$ cat src/rtl/sample_pwm_out_if.sv
// sample_pwm_out_if: bus between the amplitude multiplier / control side and
// the PWM output stage.
//   mult         multiplier product (2*M bits), valid while update is high
//   update       product strobe; a rising edge marks a new product
//   overrun_clr  synchronous clear of the sticky overrun flag
//   pwm_out      registered PWM pin
//   sample_out   duty value currently being played
//   period_start one-cycle pulse in the first cycle of each PWM period
//   overrun      sticky flag: a pending sample was overwritten before play
// Modports: master drives the product and control side; slave is the PWM stage.
interface sample_pwm_out_if #(
  parameter int unsigned M     = 12,
  parameter int unsigned OUT_W = 8
);
  logic [2*M-1:0]   mult;
  logic             update;
  logic             overrun_clr;
  logic             pwm_out;
  logic [OUT_W-1:0] sample_out;
  logic             period_start;
  logic             overrun;

  modport master (
    output mult, update, overrun_clr,
    input  pwm_out, sample_out, period_start, overrun
  );

  modport slave (
    input  mult, update, overrun_clr,
    output pwm_out, sample_out, period_start, overrun
  );
endinterface

$ cat src/rtl/sample_pwm_out.sv
// sample_pwm_out: output stage of the DDS voice path.
// Captures each multiplier product on the rising edge of update, quantizes it
// to OUT_W bits, holds it in a pending buffer and swaps it into the playing
// duty register only at PWM period boundaries, so every period is glitch-free.
// The PWM period is 2^OUT_W-1 clocks, so duty all-ones means constantly high.
// Ports:
//   clk  system clock, rising edge
//   rst  asynchronous reset, active-high
//   bus  sample_pwm_out_if.slave (mult, update, overrun_clr in;
//        pwm_out, sample_out, period_start, overrun out)
// Build option: define SAMPLE_PWM_NOISE_SHAPE_EN to replace round-half-up with
// first-order error feedback (residual carried into the next capture).
module sample_pwm_out #(
  parameter int unsigned M     = 12,
  parameter int unsigned OUT_W = 8
) (
  input  logic                clk,
  input  logic                rst,
  sample_pwm_out_if.slave     bus
);

  localparam int unsigned PW    = 2 * M;          // product width
  localparam int unsigned ERR_W = PW - OUT_W;     // discarded fraction width
  localparam int unsigned QW    = OUT_W + 1;      // quantizer sum width
  localparam logic [OUT_W-1:0] CNT_LAST = OUT_W'((2 ** OUT_W) - 2);

  // State
  logic [OUT_W-1:0] cnt;
  logic [OUT_W-1:0] pending;
  logic             pending_valid;
  logic             update_d;
  logic [OUT_W-1:0] sample_q;
  logic             pwm_q;
  logic             period_start_q;
  logic             overrun_q;

  // Next-state values
  logic [OUT_W-1:0] cnt_nxt;
  logic [OUT_W-1:0] pending_nxt;
  logic             pending_valid_nxt;
  logic [OUT_W-1:0] sample_nxt;
  logic             pwm_nxt;
  logic             period_start_nxt;
  logic             overrun_nxt;

  // Decode
  logic             capture_c;
  logic             wrap_c;
  logic             load_c;
  logic [OUT_W-1:0] q_c;

`ifdef SAMPLE_PWM_NOISE_SHAPE_EN
  localparam int unsigned SW = PW + 1;

  logic [ERR_W-1:0] err;
  logic [ERR_W-1:0] err_nxt;
  logic [SW-1:0]    s_c;
  logic             sat_c;

  // Error-feedback quantizer: add the previous residual, truncate, saturate.
  always_comb begin
    s_c     = SW'(bus.mult) + SW'(err);
    sat_c   = s_c[PW];
    q_c     = sat_c ? {OUT_W{1'b1}} : s_c[PW-1 -: OUT_W];
    err_nxt = err;
    if (capture_c) begin
      err_nxt = sat_c ? {ERR_W{1'b1}} : s_c[ERR_W-1:0];
    end
  end

  // Residual register; only advances on capture.
  always_ff @(posedge clk or posedge rst) begin
    if (rst) begin
      err <= '0;
    end else begin
      err <= err_nxt;
    end
  end
`else
  logic [QW-1:0] q_sum_c;

  // Round-half-up on the top OUT_W bits; a carry out saturates instead of wrapping.
  always_comb begin
    q_sum_c = QW'(bus.mult[PW-1 -: OUT_W]) + QW'(bus.mult[ERR_W-1]);
    q_c     = q_sum_c[OUT_W] ? {OUT_W{1'b1}} : q_sum_c[OUT_W-1:0];
  end
`endif

  // Next-state logic for capture, double buffer, period counter and outputs.
  always_comb begin
    capture_c         = bus.update & ~update_d;
    wrap_c            = (cnt == CNT_LAST);
    // A load empties the pending slot on this edge, so a capture on the same
    // edge refills it rather than overwriting an unplayed sample.
    load_c            = wrap_c & pending_valid;

    cnt_nxt           = wrap_c ? '0 : cnt + OUT_W'(1);
    sample_nxt        = sample_q;
    pending_nxt       = pending;
    pending_valid_nxt = pending_valid;
    overrun_nxt       = overrun_q;

    if (load_c) begin
      sample_nxt        = pending;
      pending_valid_nxt = 1'b0;
    end

    if (capture_c) begin
      pending_nxt       = q_c;
      pending_valid_nxt = 1'b1;
      if (pending_valid && !load_c) begin
        overrun_nxt = 1'b1;
      end
    end

    // Clear wins over a simultaneous set.
    if (bus.overrun_clr) begin
      overrun_nxt = 1'b0;
    end

    period_start_nxt  = (cnt_nxt == '0);
    pwm_nxt           = (cnt < sample_q);
  end

  // State register.
  always_ff @(posedge clk or posedge rst) begin
    if (rst) begin
      cnt            <= '0;
      pending        <= '0;
      pending_valid  <= 1'b0;
      update_d       <= 1'b0;
      sample_q       <= '0;
      pwm_q          <= 1'b0;
      period_start_q <= 1'b0;
      overrun_q      <= 1'b0;
    end else begin
      cnt            <= cnt_nxt;
      pending        <= pending_nxt;
      pending_valid  <= pending_valid_nxt;
      update_d       <= bus.update;
      sample_q       <= sample_nxt;
      pwm_q          <= pwm_nxt;
      period_start_q <= period_start_nxt;
      overrun_q      <= overrun_nxt;
    end
  end

  assign bus.pwm_out      = pwm_q;
  assign bus.sample_out   = sample_q;
  assign bus.period_start = period_start_q;
  assign bus.overrun      = overrun_q;

endmodule
$ cat src/flat_wrapper.sv
// flat-port wrapper written by rule: the top's interface ports become plain ports
module sample_pwm_out_flat 
#(
  parameter int unsigned M     = 12,
  parameter int unsigned OUT_W = 8
)
  (clk, rst, bus_mult, bus_update, bus_overrun_clr, bus_pwm_out, bus_sample_out, bus_period_start, bus_overrun);
  sample_pwm_out_if #(.M(M), .OUT_W(OUT_W)) bus_i ();
  input  logic clk;
  input  logic rst;
  input wire logic [$bits(bus_i.mult)-1:0] bus_mult;
  input wire logic [$bits(bus_i.update)-1:0] bus_update;
  input wire logic [$bits(bus_i.overrun_clr)-1:0] bus_overrun_clr;
  output wire logic [$bits(bus_i.pwm_out)-1:0] bus_pwm_out;
  output wire logic [$bits(bus_i.sample_out)-1:0] bus_sample_out;
  output wire logic [$bits(bus_i.period_start)-1:0] bus_period_start;
  output wire logic [$bits(bus_i.overrun)-1:0] bus_overrun;
  assign bus_i.mult = bus_mult;
  assign bus_i.update = bus_update;
  assign bus_i.overrun_clr = bus_overrun_clr;
  assign bus_pwm_out = bus_i.pwm_out;
  assign bus_sample_out = bus_i.sample_out;
  assign bus_period_start = bus_i.period_start;
  assign bus_overrun = bus_i.overrun;
  sample_pwm_out #(.M(M), .OUT_W(OUT_W)) u_core (.clk(clk), .rst(rst), .bus(bus_i));
endmodule
$ cat config.mk
export PLATFORM = sky130hd
export DESIGN_NAME = sample_pwm_out_flat
export DESIGN_NICKNAME = d
export VERILOG_FILES = /design/src/rtl/sample_pwm_out_if.sv /design/src/rtl/sample_pwm_out.sv /design/src/flat_wrapper.sv
export SDC_FILE = /design/constraint.sdc
export NUM_CORES = 1
export LEC_CHECK = 0
export ABC_AREA = 1
export CORE_ASPECT_RATIO = 2
export CORE_MARGIN = 3
export CORE_UTILIZATION = 44
export CTS_BUF_LIST = sky130_fd_sc_hd__clkbuf_16
export DETAILED_ROUTE_END_ITERATION = 7
export PLACE_DENSITY_LB_ADDON = 0.3
export SETUP_SLACK_MARGIN = 0.1
export SLEW_MARGIN = 20
export SYNTH_ARGS = -nofsm -noshare
export SYNTH_HDL_FRONTEND = slang
export SYNTH_SLANG_ARGS = --single-unit
$ cat constraint.sdc
create_clock -name clk -period 1.3 [get_ports clk]
set_input_delay 0.195 -clock clk [delete_from_list [all_inputs] [get_ports clk]]
set_output_delay 0.195 -clock clk [all_outputs]
set_load 0.05 [all_outputs]
Yosys cells after proc, flatten, opt, wreduce, memory -nomap -nowiden
Index checks and enable logic that the tools add are counted.
{"block": "classes", "add_sub_neg": 2, "mul": 0, "div": 0, "magnitude_cmp": 1, "n_eq_ne": 1, "shift": 0, "muxes": 7, "bitwise_logic": 3, "reduce_logical": 7}
{"cell": "two-way mux 8 bit", "n": 2}
{"cell": "adder 8 x 1 -> 9 bit", "n": 1}
{"cell": "adder 8 x 1 -> 8 bit, second input constant", "n": 1}
{"cell": "equality test 8 bit, second input constant", "n": 1}
{"cell": "zero test 8 bit", "n": 1}
{"cell": "< comparator 8 bit", "n": 1}
{"cell": "nonzero test 2 bit", "n": 3}
{"cell": "two-way mux 1 bit", "n": 5}
{"cell": "AND 1 bit", "n": 2}
{"cell": "AND reduction 2 bit", "n": 1}
{"cell": "logical AND 1 bit", "n": 1}
{"cell": "zero test 1 bit", "n": 1}
{"cell": "inverter 1 bit", "n": 1}
{"block": "word_totals", "regBits": 29, "latch_bits": 0, "mem_bits_rw": 0, "rom_bits": 0, "in_bits": 28, "output_inout_bits": 11, "wordCells": 29, "mem_count": 0}

Longest topological paths before layout
{"block": "depth", "word_depth": 7, "depth_mapped": 10, "depth_no_buf": 10}

Least setup slack after synthesis
OpenSTA, ideal clock, no wires.
{"block": "synth_path", "kind": "reg-to-reg", "startpoint": "register u_core.sample_q[7] (netlist: u_core.bus.sample_out[7])", "endpoint": "register u_core.pwm_q (netlist: u_core.bus.pwm_out)", "setup_ps": 77, "arrival_time_ps": 1340, "t_required_ps": 1223, "slack_ps": -118, "path_stages_with_launch": 6, "n_path_buf": 0, "synth_period_minus_slack_ps": 1418, "cell_sequence": "dfrtp_1 > inv_1 > ha_1 > a21oi_1 > o21ai_0 > a21oi_1"}
{"block": "synth_via", "elab_chain_cells": 1}
{"element": "from (decl)", "line_no": "sample_pwm_out.sv:32", "text": "logic [OUT_W-1:0] sample_q;"}
{"element": "from (signal assigned)", "line_no": "sample_pwm_out.sv:141", "text": "sample_q <= sample_nxt;"}
{"element": "< comparator 8 bit", "line_no": "sample_pwm_out.sv:122", "text": "pwm_nxt = (cnt < sample_q);"}
{"element": "net u_core.pwm_nxt", "line_no": "sample_pwm_out.sv:42", "text": "logic pwm_nxt;"}
{"element": "to (signal assigned)", "line_no": "sample_pwm_out.sv:142", "text": "pwm_q <= pwm_nxt;"}
{"element": "to (decl)", "line_no": "sample_pwm_out.sv:33", "text": "logic pwm_q;"}
The timed path passes the listed nets, and every way through them passes these cells.
A chain may end at the register's enable or synchronous reset.

Worst setup path in the final report
{"block": "layout_path", "startpoint": "register u_core.cnt[0]", "endpoint": "register u_core.sample_q[5] (netlist: u_core.bus.sample_out[5])"}
{"block": "layout_via", "elab_chain_cells": 2}
{"element": "from (decl)", "line_no": "sample_pwm_out.sv:28", "text": "logic [OUT_W-1:0] cnt;"}
{"element": "from (signal assigned)", "line_no": "sample_pwm_out.sv:137", "text": "cnt <= cnt_nxt;"}
{"element": "equality test 8 bit", "line_no": "sample_pwm_out.sv:92", "text": "wrap_c = (cnt == CNT_LAST);"}
{"element": "AND 1 bit", "line_no": "sample_pwm_out.sv:95", "text": "load_c = wrap_c & pending_valid;"}
Every way passes these cells.

==> run_results.csv <==
group,metric,value,unit
final_layout,final_common_cell,"nand2_1",
setup_path,cp_max_fo,9,
setup_path,slowest_stage,"dfrtp_1",
die,initial_utilization,0.472,
pwr,ir_drop,0.946,mV
min_path,hp-class,"primary input to asynchronous set/reset pin",
setup_path,critPathRequiredTime,1450,ps
global_routing,antenna_found_initial,0,
routing,drc,0,
global_routing,grt_pass1_vias,1558,
final_layout,mostFrequentLayoutCells,"nand2_1 (30), inv_1 (28), buf_4 (24)",
sta,max_freq,0.691,GHz
clock_tree,clkTransAtPathRegs,50,ps
sta,finalHoldViolations,0,
clock_tree,cts_hold_buf,0,
routing,via_count,1489,
sta,setup_violations,19,
run_status,violations,"setup timing",
setup_path,crit_path_end_kind,"flop",
sta,relSlewSlack,0.795,
global_routing,grt_first_pass_wirelength,6780,um
setup_path,timing.critical_path.mode_cell,"nor2_4",
synth,synth_top_family_by_area,"simple AND/OR/NAND/NOR gates",
flow_run,drv_cap,0,
final_layout,diodes,0,
placement,detailed_place_hpwl,2850,um
synth,synth_compound_area_frac,0.0967,
synth,synth_seq_area_share,0.471,
synth,yosys_register_bits,29,
clock_tree,cts.path.max_buffers,2,
global_routing,track_usage,0.226,
pwr,powerDensity,912,nW/um2
die,core-area,3270,um2
setup_path,critical_path_arrival,1600,ps
die,die_area,4290,um2
clock_tree,clock-sinks,29,
pwr,leakagePower,1.21,nW
synth,muxShareOfSynthArea,0,
final_layout,fin_cells,270,
run_status,outcome,"finished with violations",
sta,setup_ws,-146,ps
global_routing,grt_max_degree,30,
synth,synth_xor_xnor_area_share,0.0284,
synth,ys_types,22,
sta,min_period_over_period,1.11,
setup_path,crit_chain,"inv_2 > ha_4 > nand2_4 > nor2_4 > nand2_8 > nor2_4 > o21ai_0",
routing,via_per_inst,5.51,
die,ios,39,
global_routing,overflow,0,
die,die_h,89.7,um
setup_path,crit_type,"flop to flop",
synth,synth-simple-area-share,0.227,
setup_path,r2r_cells,7,
clock_tree,cts_tree,"built",
die,dieWidth,47.8,um
final_layout,fin_area,2450,um2
sta,rsz0062_at_grt,"true",
setup_path,start_kind,"flop",
synth,syn_nets,220,
routing,drt-wirelength-per-cell,15.7,um
synth,synthCells,181,
placement,place_congestion,0.894,
routing,finalWirelength,4250,um
final_layout,drive_above_1_share,0.389,
synth,yosys_warnings,0,
synth,synth_area,1540,um2
synth,synth_fa_ha_area_frac,0.0894,
sta,drv_slew,0,
final_layout,layout.nets,277,
routing,drt-pass1-iter-count,4,
die,num_rows,29,
routing,ant_nets,0,
clock_tree,clk-insertion-delay-late,280,ps
final_layout,syn_to_final_growth,59.3,%
setup_path,cpPeakStageDelay,420,ps
sta,fin_skew,3.44,ps
placement,place_area,2090,um2
placement,portBuffers,23,
clock_tree,clockRootBuffer,"clkbuf_16",
placement,dp.cells,256,
pwr,total_power,2.24,mW
clock_tree,cts_made_buffers,5,
setup_path,reg2reg_from,"u_core.cnt[0]",
placement,dp_slack,-524,ps
routing,drt_iter0_drc,38,
final_layout,fillCellCount,215,
sta,period_needed,1450,ps
setup_path,crit_start,"u_core.cnt[0]",
clock_tree,cts_max_level,2,
synth,synth_area_per_cell,8.51,um2
sta,tightest_slew,307,ps
-- synth_stat cells --
cell | instances | share of area
o21ai_2 | 2 | 0.011
nand2_1 | 38 | 0.093
nand4_1 | 4 | 0.016
dfrtp_1 | 29 | 0.47
nand2_4 | 1 | 0.0073
o21ai_1 | 1 | 0.0032
nand3_2 | 1 | 0.0065
o21bai_1 | 1 | 0.0049
xor2_1 | 3 | 0.017
nand3_1 | 10 | 0.032
ha_1 | 11 | 0.089
buf_8 | 1 | 0.0097
o21ai_0 | 12 | 0.039
nor2_8 | 1 | 0.013
nand2_2 | 1 | 0.0041
a21oi_1 | 10 | 0.032
nor3_1 | 1 | 0.0032
inv_1 | 32 | 0.078
a21o_2 | 1 | 0.0057
nor2_2 | 3 | 0.012
xnor2_1 | 2 | 0.011
nor2_1 | 16 | 0.039
-- final timing paths --
kind                                             to  slack, ps
min in group clk                  u_core.pending[2]        340
max reg2reg                u_core.bus.sample_out[5]       -150
min reg2reg                u_core.bus.sample_out[5]        490
max                        u_core.bus.sample_out[5]       -150
max in group asynchronous  u_core.bus.sample_out[3]        870
min                        u_core.bus.sample_out[5]        250
-- power by group --
part           total [mW]  internal (mW)  leakage [nW]  switching (mW)
Clock                1.08          0.692        0.0748           0.386
Combinational       0.187         0.0933         0.784          0.0937
Sequential          0.973          0.943         0.353          0.0292
-- per-layer routing --
metal  part of all wire  vias up  GRT usage
met5                  0        -          0
met4              0.048        0      0.169
met3              0.033       18     0.0519
met2               0.60       41      0.407
met1               0.32      740      0.196
li1                   -      690          -
-- kinds of logic after synthesis --
kind of cell,count (synthesis)
AND/OR/NAND/NOR,76
buffers and inverters,33
flip-flops,29
AO/OA/AOI/OAI,27
adder cells (fa/ha/maj),11
XOR/XNOR,5
-- state kept, by name (all words and copies together), names as in the netlist --
register and cells:
u_core.pending 8, u_core.pending_valid 1, u_core.bus.overrun 1, u_core.bus.pwm_out 1
u_core.cnt 8, u_core.bus.period_start 1, u_core.bus.sample_out 8, u_core.update_d 1
-- metrics by stage --
step	hold slack, ps	utilization	TNS (ps)
5_1_grt	266	0.751	-2720
6_report	248	0.751	-1450
3_3_place_gp	461	0.641	-3650
4_1_cts	253	0.733	-1190
3_5_place_dp	476	0.641	-5310
2_1_floorplan	226	-	-283
-- cell type report --
cell class                      count  area [um2]  area share
Clock buffer                        5         125      0.0510
Clock inverter                      3        13.8     0.00561
Inverter                           32         120      0.0490
Multi-Input combinational cell    120         858       0.350
Sequential cell                    29         733       0.299
Tap cell                           31        38.8      0.0158
Timing Repair Buffer               50         564       0.230
-- worst max-delay path: cells and delay by family, from the launching register on --
kind,cells,cell delay [ps]
AND/OR/NAND/NOR,4,550
flip-flops,1,420
buffers and inverters,1,100
AO/OA/AOI/OAI,1,110
adder cells (fa/ha/maj),1,140
-- timing repair --
action                     in CTS  in global routing
setup endpoints to repair      28                 25
pin swaps                       9                  3
resized for setup              37                 20
setup buffers                   4                  1
gates cloned                    1                  0
No activity file was read; power rests on OpenSTA's default activity.
